==> config.mk <==
export PLATFORM = sky130hd
export DESIGN_NAME = linebuffer_3x3_stream
export DESIGN_NICKNAME = d
export VERILOG_FILES = /design/src/rtl/linebuffer_3x3_stream.sv
export SDC_FILE = /design/constraint.sdc
export NUM_CORES = 2
export LEC_CHECK = 0
export BUFFER_PORTS_ARGS = -buffer_cell sky130_fd_sc_hd__buf_4
export CORE_UTILIZATION = 35
export CTS_CLUSTER_DIAMETER = 60
export CTS_CLUSTER_SIZE = 40
export DETAILED_ROUTE_END_ITERATION = 6
export PLACE_DENSITY_LB_ADDON = 0.08
export SKIP_LAST_GASP = 1
export SLEW_MARGIN = 20
export SYNTH_ARGS = -nofsm -noshare
export SYNTH_HDL_FRONTEND = slang
export SYNTH_SLANG_ARGS = --single-unit
export TNS_END_PERCENT = 1
==> constraint.sdc <==
create_clock -name clk -period 12.2 [get_ports clk]
set_clock_uncertainty 0.05 [all_clocks]
set_input_delay 1.83 -clock clk [delete_from_list [all_inputs] [get_ports clk]]
set_output_delay 1.83 -clock clk [all_outputs]
set_load 0.01 [all_outputs]
==> src/rtl/linebuffer_3x3_stream.sv <==
// -----------------------------------------------------------------------------
// linebuffer_3x3_stream
//
// Purpose:
//   Turns a raster pixel stream into 3x3 windows for the conv/maxpool PE
//   array. Line length and frame height are programmed at runtime (up to
//   MAX_W columns). Windows can be emitted at every position (stride 1) or
//   at every other row and column (stride 2). Input stalls are transparent:
//   nothing in the datapath moves unless a pixel is accepted.
//
// Handshake:
//   A pixel is transferred on a rising edge where in_valid && in_ready.
//   in_ready is high only while a frame is running. The window side has no
//   backpressure: win_valid is a one-cycle strobe that the consumer must
//   take, and win_data/win_row/win_col hold their value until the next one.
//
// Ports:
//   clk, rst_n     clock (rising edge), asynchronous active-low reset
//   cfg_load       one-cycle strobe, captures cfg_* when idle
//   cfg_width      pixels per line, legal 3..MAX_W
//   cfg_height     lines per frame, legal 3..2^H_BITS-1
//   cfg_stride     0 = stride 1, 1 = stride 2
//   in_valid       input pixel valid
//   in_data        input pixel, raster order
//   in_ready       high while a frame is running
//   win_valid      one-cycle window strobe
//   win_data       window, slice k = 3*i+j holds row r-2+i, column c-2+j
//   win_row        row r of the newest pixel in the window
//   win_col        column c of the newest pixel in the window
//   frame_done     one-cycle pulse after the last pixel of a frame
//   cfg_err        one-cycle pulse after a rejected cfg_load
//   busy           high while a frame is running
// -----------------------------------------------------------------------------
module linebuffer_3x3_stream #(
  parameter int DATA_W = 8,
  parameter int MAX_W  = 256,
  parameter int W_BITS = 9,
  parameter int H_BITS = 9
) (
  input  logic                  clk,
  input  logic                  rst_n,
  input  logic                  cfg_load,
  input  logic [W_BITS-1:0]     cfg_width,
  input  logic [H_BITS-1:0]     cfg_height,
  input  logic                  cfg_stride,
  input  logic                  in_valid,
  input  logic [DATA_W-1:0]     in_data,
  output logic                  in_ready,
  output logic                  win_valid,
  output logic [9*DATA_W-1:0]   win_data,
  output logic [H_BITS-1:0]     win_row,
  output logic [W_BITS-1:0]     win_col,
  output logic                  frame_done,
  output logic                  cfg_err,
  output logic                  busy
);

  // Line RAM address width; W_BITS is wider because it must also hold MAX_W.
  localparam int ADDR_W = (MAX_W > 1) ? $clog2(MAX_W) : 1;

  typedef enum logic {
    S_IDLE = 1'b0,
    S_RUN  = 1'b1
  } state_t;

  state_t              state;

  // Latched frame configuration
  logic [W_BITS-1:0]   width_q;
  logic [H_BITS-1:0]   height_q;
  logic                stride_q;

  // Raster position of the next pixel to be accepted
  logic [W_BITS-1:0]   col_q;
  logic [H_BITS-1:0]   row_q;

  // Line RAMs: la holds row r-1, lb holds row r-2, both indexed by column
  logic [DATA_W-1:0]   la_mem [MAX_W];
  logic [DATA_W-1:0]   lb_mem [MAX_W];

  // Column shift registers, tap_q[i][0] is the oldest column, [2] the newest.
  // Row i = 0 carries row r-2, i = 1 row r-1, i = 2 row r.
  logic [DATA_W-1:0]   tap_q [3][3];

  logic                accept;
  logic                cfg_legal;
  logic                col_last;
  logic                row_last;
  logic                eligible;
  logic [ADDR_W-1:0]   addr;
  logic [DATA_W-1:0]   rd_a;
  logic [DATA_W-1:0]   rd_b;
  logic [DATA_W-1:0]   col_in [3];
  logic [9*DATA_W-1:0] win_next;

  assign in_ready = (state == S_RUN);
  assign busy     = (state == S_RUN);
  assign accept   = in_valid && (state == S_RUN);

  assign cfg_legal = (cfg_width  >= W_BITS'(3)) &&
                     (cfg_width  <= W_BITS'(MAX_W)) &&
                     (cfg_height >= H_BITS'(3));

  assign col_last = (col_q == width_q  - W_BITS'(1));
  assign row_last = (row_q == height_q - H_BITS'(1));

  // Stride 2 keeps windows whose (r-2) and (c-2) are even, i.e. even r and c.
  assign eligible = (row_q >= H_BITS'(2)) && (col_q >= W_BITS'(2)) &&
                    (!stride_q || (!row_q[0] && !col_q[0]));

  // Read-before-write: the old contents at this column are read here and the
  // update is written on the same edge that accepts the pixel.
  assign addr = col_q[ADDR_W-1:0];
  assign rd_a = la_mem[addr];
  assign rd_b = lb_mem[addr];

  // Newest column entering the window: {row r-2, row r-1, row r}
  always_comb begin
    col_in[0] = rd_b;
    col_in[1] = rd_a;
    col_in[2] = in_data;
  end

  // Window as it will look after this accept: the two newest stored columns
  // shift left by one and the incoming column lands in position j = 2.
  always_comb begin
    win_next = '0;
    for (int i = 0; i < 3; i++) begin
      win_next[(3*i+0)*DATA_W +: DATA_W] = tap_q[i][1];
      win_next[(3*i+1)*DATA_W +: DATA_W] = tap_q[i][2];
      win_next[(3*i+2)*DATA_W +: DATA_W] = col_in[i];
    end
  end

  // Line RAM update. Contents are never reset: rows 0 and 1 of every frame
  // overwrite a column before any window can read it.
  always_ff @(posedge clk) begin
    if (accept) begin
      lb_mem[addr] <= rd_a;
      la_mem[addr] <= in_data;
    end
  end

  // Control FSM, counters, window taps and all registered outputs.
  always_ff @(posedge clk or negedge rst_n) begin
    if (!rst_n) begin
      state      <= S_IDLE;
      width_q    <= '0;
      height_q   <= '0;
      stride_q   <= 1'b0;
      col_q      <= '0;
      row_q      <= '0;
      win_valid  <= 1'b0;
      win_data   <= '0;
      win_row    <= '0;
      win_col    <= '0;
      frame_done <= 1'b0;
      cfg_err    <= 1'b0;
      for (int i = 0; i < 3; i++) begin
        for (int j = 0; j < 3; j++) begin
          tap_q[i][j] <= '0;
        end
      end
    end else begin
      win_valid  <= 1'b0;
      frame_done <= 1'b0;
      cfg_err    <= 1'b0;

      case (state)
        S_IDLE: begin
          if (cfg_load) begin
            if (cfg_legal) begin
              width_q  <= cfg_width;
              height_q <= cfg_height;
              stride_q <= cfg_stride;
              col_q    <= '0;
              row_q    <= '0;
              state    <= S_RUN;
            end else begin
              cfg_err  <= 1'b1;
            end
          end
        end

        S_RUN: begin
          // cfg_load is deliberately ignored while a frame is running.
          if (accept) begin
            for (int i = 0; i < 3; i++) begin
              tap_q[i][0] <= tap_q[i][1];
              tap_q[i][1] <= tap_q[i][2];
              tap_q[i][2] <= col_in[i];
            end

            if (eligible) begin
              win_valid <= 1'b1;
              win_data  <= win_next;
              win_row   <= row_q;
              win_col   <= col_q;
            end

            if (col_last) begin
              col_q <= '0;
              if (row_last) begin
                row_q      <= '0;
                frame_done <= 1'b1;
                state      <= S_IDLE;
              end else begin
                row_q <= row_q + H_BITS'(1);
              end
            end else begin
              col_q <= col_q + W_BITS'(1);
            end
          end
        end

        default: state <= S_IDLE;
      endcase
    end
  end

endmodule

# --- Word level (Yosys, flattened, before mapping) ---
# Memories as Yosys holds them, arrays and structs flattened.
# Cells that the tools add are included.
word_totals:
  ff_bits: 179
  ramBits: 4096
  inputBits: 31
  out_inout_bits: 95
  word_cells: 78
  n_memories: 2
op_classes:
  n_addsub: 4
  magnitude_cmp: 5
  n_eq_ne: 6
  muxes: 27
  bitwise: 1
  reduce_logical: 15
mem_list:
  columns: ["name", "words", "width", "read_ports", "rd_ports_with_merged_regs", "wr", "line_no", "source"]
  rows:
  - ["la_mem", 256, 8, 1, 0, 1, "78", "logic [DATA_W-1:0] la_mem [MAX_W];"]
  - ["lb_mem", 256, 8, 1, 0, 1, "79", "logic [DATA_W-1:0] lb_mem [MAX_W];"]
ops:
  columns: ["cell", "n"]
  rows:
  - ["2-to-1 mux 9 bit", 7]
  - [">= comparator 9 x 2 -> 1 bit, second input constant", 4]
  - ["one-hot mux 9 bit (2 select lines)", 2]
  - ["adder 9 x 1 -> 9 bit, second input constant", 2]
  - ["equality test 9 bit", 2]
  - ["subtractor 9 x 1 -> 9 bit, second input constant", 2]
  - ["2-to-1 mux 1 bit", 17]
  - ["less-or-equal comparator 9 bit, second input constant", 1]
  - ["AND reduction 3 bit", 3]
  - ["logical AND 1 bit", 6]
  - ["!= test 2 x 1 -> 1 bit, second input constant", 2]
  - ["!= test 2 bit, second input constant", 2]
  - ["AND reduction 4 bit", 1]
  - ["zero test 1 bit", 3]
  - ["one-hot mux 1 bit (2 select lines)", 1]
  - ["AND reduction 2 bit", 1]
  - ["logical OR 1 bit", 1]
  - ["NOT 1 bit", 1]

# --- Depth between registers and ports, before layout ---
depth:
  depth_word: 7
  ltp_mapped: 14
  ltp_nobuf: 9

# --- Worst setup path before layout ---
# No wires, ideal clock.
synth_timing:
  path_kind: "register to register"
  start: "register col_q[0]"
  end: "memory lb_mem[0][0] (data pin)"
  setup_time_ns: 1.742
  arrival_time_ns: 9.838
  required_time_ns: 10.408
  slack_ns: 0.570
  path_stages_with_launch: 13
  n_path_buf: 6
  synth_period_minus_slack_ns: 11.630
  cell_sequence: "dfrtp_1 > buf_6 > buf_6 > buf_6 > buf_4 > buf_4 > nand4_1 > buf_2 > o22ai_1 > nor2_1 > nand2_1 > o31ai_1 > a31oi_1"
synth_between:
  elab_chain_cells: 1
synth_rtl:
  columns: ["item", "line_no", "source"]
  rows:
  - ["from (decl)", "74", "logic [W_BITS-1:0] col_q;"]
  - ["from (signal assigned)", "211", "col_q <= col_q + W_BITS'(1);"]
  - ["memory (256 x 8 bit)", null, null]
  - ["net rd_a[0]", "91", "logic [DATA_W-1:0] rd_a;"]
  - ["to (decl)", "79", null]
# The timed path passes the listed nets, and every way through them passes these cells.

# --- Worst setup path after layout ---
layout_timing:
  start: "register col_q[0]"
  end: "memory lb_mem[36][2] (data pin)"
# Same word-level chain as after synthesis.

==> impl_metrics.yaml <==
status:
  status: "finished, final reports clean"
pwr:
  p_per_area_mw_per_mm2: 248
  seqPwrFrac: 0.424
  switching_power_uw: 16100
  p_leak_uw: 0.0601
  power_frac_clock: 0.296
  internal_power_uw: 31100
  ir_drop_uv: 354
  switching_share: 0.341
  p_comb_frac: 0.280
finish:
  drive_gt1_frac: 0.305
  stdcell_count: 14800
  area_growth_pct: 16.0
  nets: 8232
synth:
  synth_edf_count: 4096
  ys_ff_latch: 4275
  synthArstFlopShare: 0.0419
  synth_area_mm2: 0.164
  synth_fp_nets: 7678
  netlist.top_cell.by_area: "edfxtp_1"
  yosys_warnings: 0
  yosysMostFrequentCell: "edfxtp_1"
  syn_avg_cell_area_um2: 21.5
  ys_types: 78
  yosys-top-cells-area: "edfxtp_1 75%, mux4_2 13%, dfrtp_1 2.7%"
  synthTopCellsByCount: "4096 x edfxtp_1, 938 x mux4_2, 324 x nor2_1"
  syn_inst: 7639
  yosysTopAreaCellShare: 0.749
  yosys_most_used_dff: "edfxtp_1"
  yosysSeqAreaShare: 0.777
timing:
  setup-tns-final_ns: 0
  tightestPinTransition_ns: 1.34
  finalCritPeriodShare: 0.563
  setup_viol: 0
  max_freq_ghz: 0.146
  slew_headroom: 0.110
  period_minus_slack_ns: 6.87
  slew_viol_final: 0
  hold_viol: 0
  rsz0062_at_grt: "no"
clock_tree:
  cts_tree: "built"
  cts_root_buffer: "clkbuf_16"
  numCtsBuffers: 417
  insertion_delay_ns: 1.04
  hold_buffers: 0
  clock-sinks: 4275
  clk_pin_slew_ns: 0.06
  ctsResizeCount: 0
  clockBufferDepth: 4
  cts_setup_buffers: 0
  h-tree-depth: 5
detailed_routing:
  routed_via_density: 5.55
  drtAntennaViolNets: 0
  drcViolationCount: 0
  drt_pass1_iterations: 5
  routed_wl_mm: 514
  num_vias: 82000
  initialDrtViolationCount: 8654
  wire_per_inst_um: 34.8
worst_setup_path:
  cp_max_fo: 92
  worstPathRequired_ns: 12.81
  path_class: "register to register"
  critPathCaptureType: "register"
  cp.arrival_ns: 7.48
  start_kind: "register"
placed_design:
  gp_congestion: 0.788
  placed_cells: 14000
  place_hpwl_mm: 311
  port_buffers: 125
global_routing:
  grt_pass1_vias: 83500
  grt_max_degree: 190
  antenna_found_initial: 32
  grt_use_total: 0.215
  grt_pass1_wl_mm: 708
  gr-total-overflow: 0
floorplanning:
  die-area_mm2: 0.472
  core_mm2: 0.467
  die_h_um: 687
  die_x_um: 687
  initial_core_util: 0.351
  ios: 126
  rows: 251
flow_run:
  cap_violations: 0
worst_hold_path:
  worstHoldPathType: "register to register"
-- area by class of cell --
class,instances,area (um^2)
fillers,41100,277000
repair buffers,582,4790
well taps,6198,7750
diodes,17,42.5
clock inverters,340,4200
clock buffers,445,10700
multi-input cells,2900,35300
flip-flops and latches,4275,128000
inverters,17,71.3
-- worst max-delay path, stage by stage (launching register included) --
cell     delay [ns]
dfrtp_4        0.91
buf_12         0.53
buf_12         0.44
buf_4          0.68
mux4_2         0.36
mux2i_1        0.07
o22ai_1        0.45
or3_1          0.35
a21oi_1        0.18
a31oi_4        0.31
buf_4          0.82
buf_4          0.93
-- layout by cell type, fill, tap and decap left out, drive strengths merged, types with 35 or more instances in the layout --
cell    Yosys  layout
mux4      938     938
nand4      37      37
nand3      99      99
clkinv      3     144
mux2      130     130
a31oi      51      51
and3       35      35
nor2      324     324
mux2i     317     317
o22ai     104     104
dfrtp     179     179
a221oi     64      64
clkbuf    190     445
a22o       38      38
inv        14     149
a22oi     134     134
edfxtp   4096    4096
buf       257     582
nand2     238     238
bufinv      0      35
o21ai      40      40
a21oi      74      74
-- power groups by stage --
stage	clock [uW]	combinational, uW	sequential [uW]
floorplan	0	6610	20600
global placement	0	13100	20300
detailed placement	0	13400	20300
CTS	14300	13400	20000
global route	14800	14000	20000
finish	13900	13200	20000
-- final timing paths --
kind | to | from | slack (ns) | cells past startpoint
setup / recovery | lb_mem[36][2] | col_q[0] | 5.33 | 11
hold / removal | tap_q[9] | tap_q[9] | 0.42 | 2
setup reg to reg | lb_mem[36][2] | col_q[0] | 5.33 | 11
hold reg to reg | tap_q[9] | tap_q[9] | 0.42 | 2
max in group asynchronous | width_q[4] | rst_n | 9.24 | 3
min in group asynchronous | win_data[0] | rst_n | 0.72 | 1
-- logic make-up after synthesis --
kind of cell / share of synthesized area
AND/OR/NAND/NOR: 0.0247
XOR/XNOR: 0.000907
adder cells (fa/ha/maj): 0.000610
flip-flops: 0.777
multiplexers: 0.157
AO/OA/AOI/OAI: 0.0266
buffers and inverters: 0.0136
-- metrics by stage --
step / cell area [um^2] / util / hold WS, ns / total power, uW / worst slack (ns)
2_1_floorplan: 164000 / - / 0.390 / 27300 / 0.570
3_3_place_gp: 175000 / 0.375 / 0.406 / 33300 / 5.08
3_5_place_dp: 175000 / 0.375 / 0.409 / 33700 / 5.17
4_1_cts: 190000 / 0.407 / 0.425 / 47600 / 5.15
5_1_grt: 190000 / 0.408 / 0.445 / 48700 / 4.95
6_report: 190000 / 0.408 / 0.420 / 47100 / 5.33
-- sequential cells by signal, indices dropped and copies added (netlist names), 9 cells and up --
signal,count
win_col,9
la_mem,2048
tap_q,48
win_data,72
win_row,9
lb_mem,2048
row_q,9
col_q,9
height_q,9
width_q,9
-- per-layer routing --
layer / share of wire / up-vias / global-route usage
li1: - / 33300 / -
met3: 0.052 / 594 / 0.0281
met1: 0.44 / 45800 / 0.309
met5: 0.00052 / - / 0
met4: 0.023 / 6 / 0.0473
met2: 0.48 / 2396 / 0.352
No activity file was read; power rests on OpenSTA's default activity.
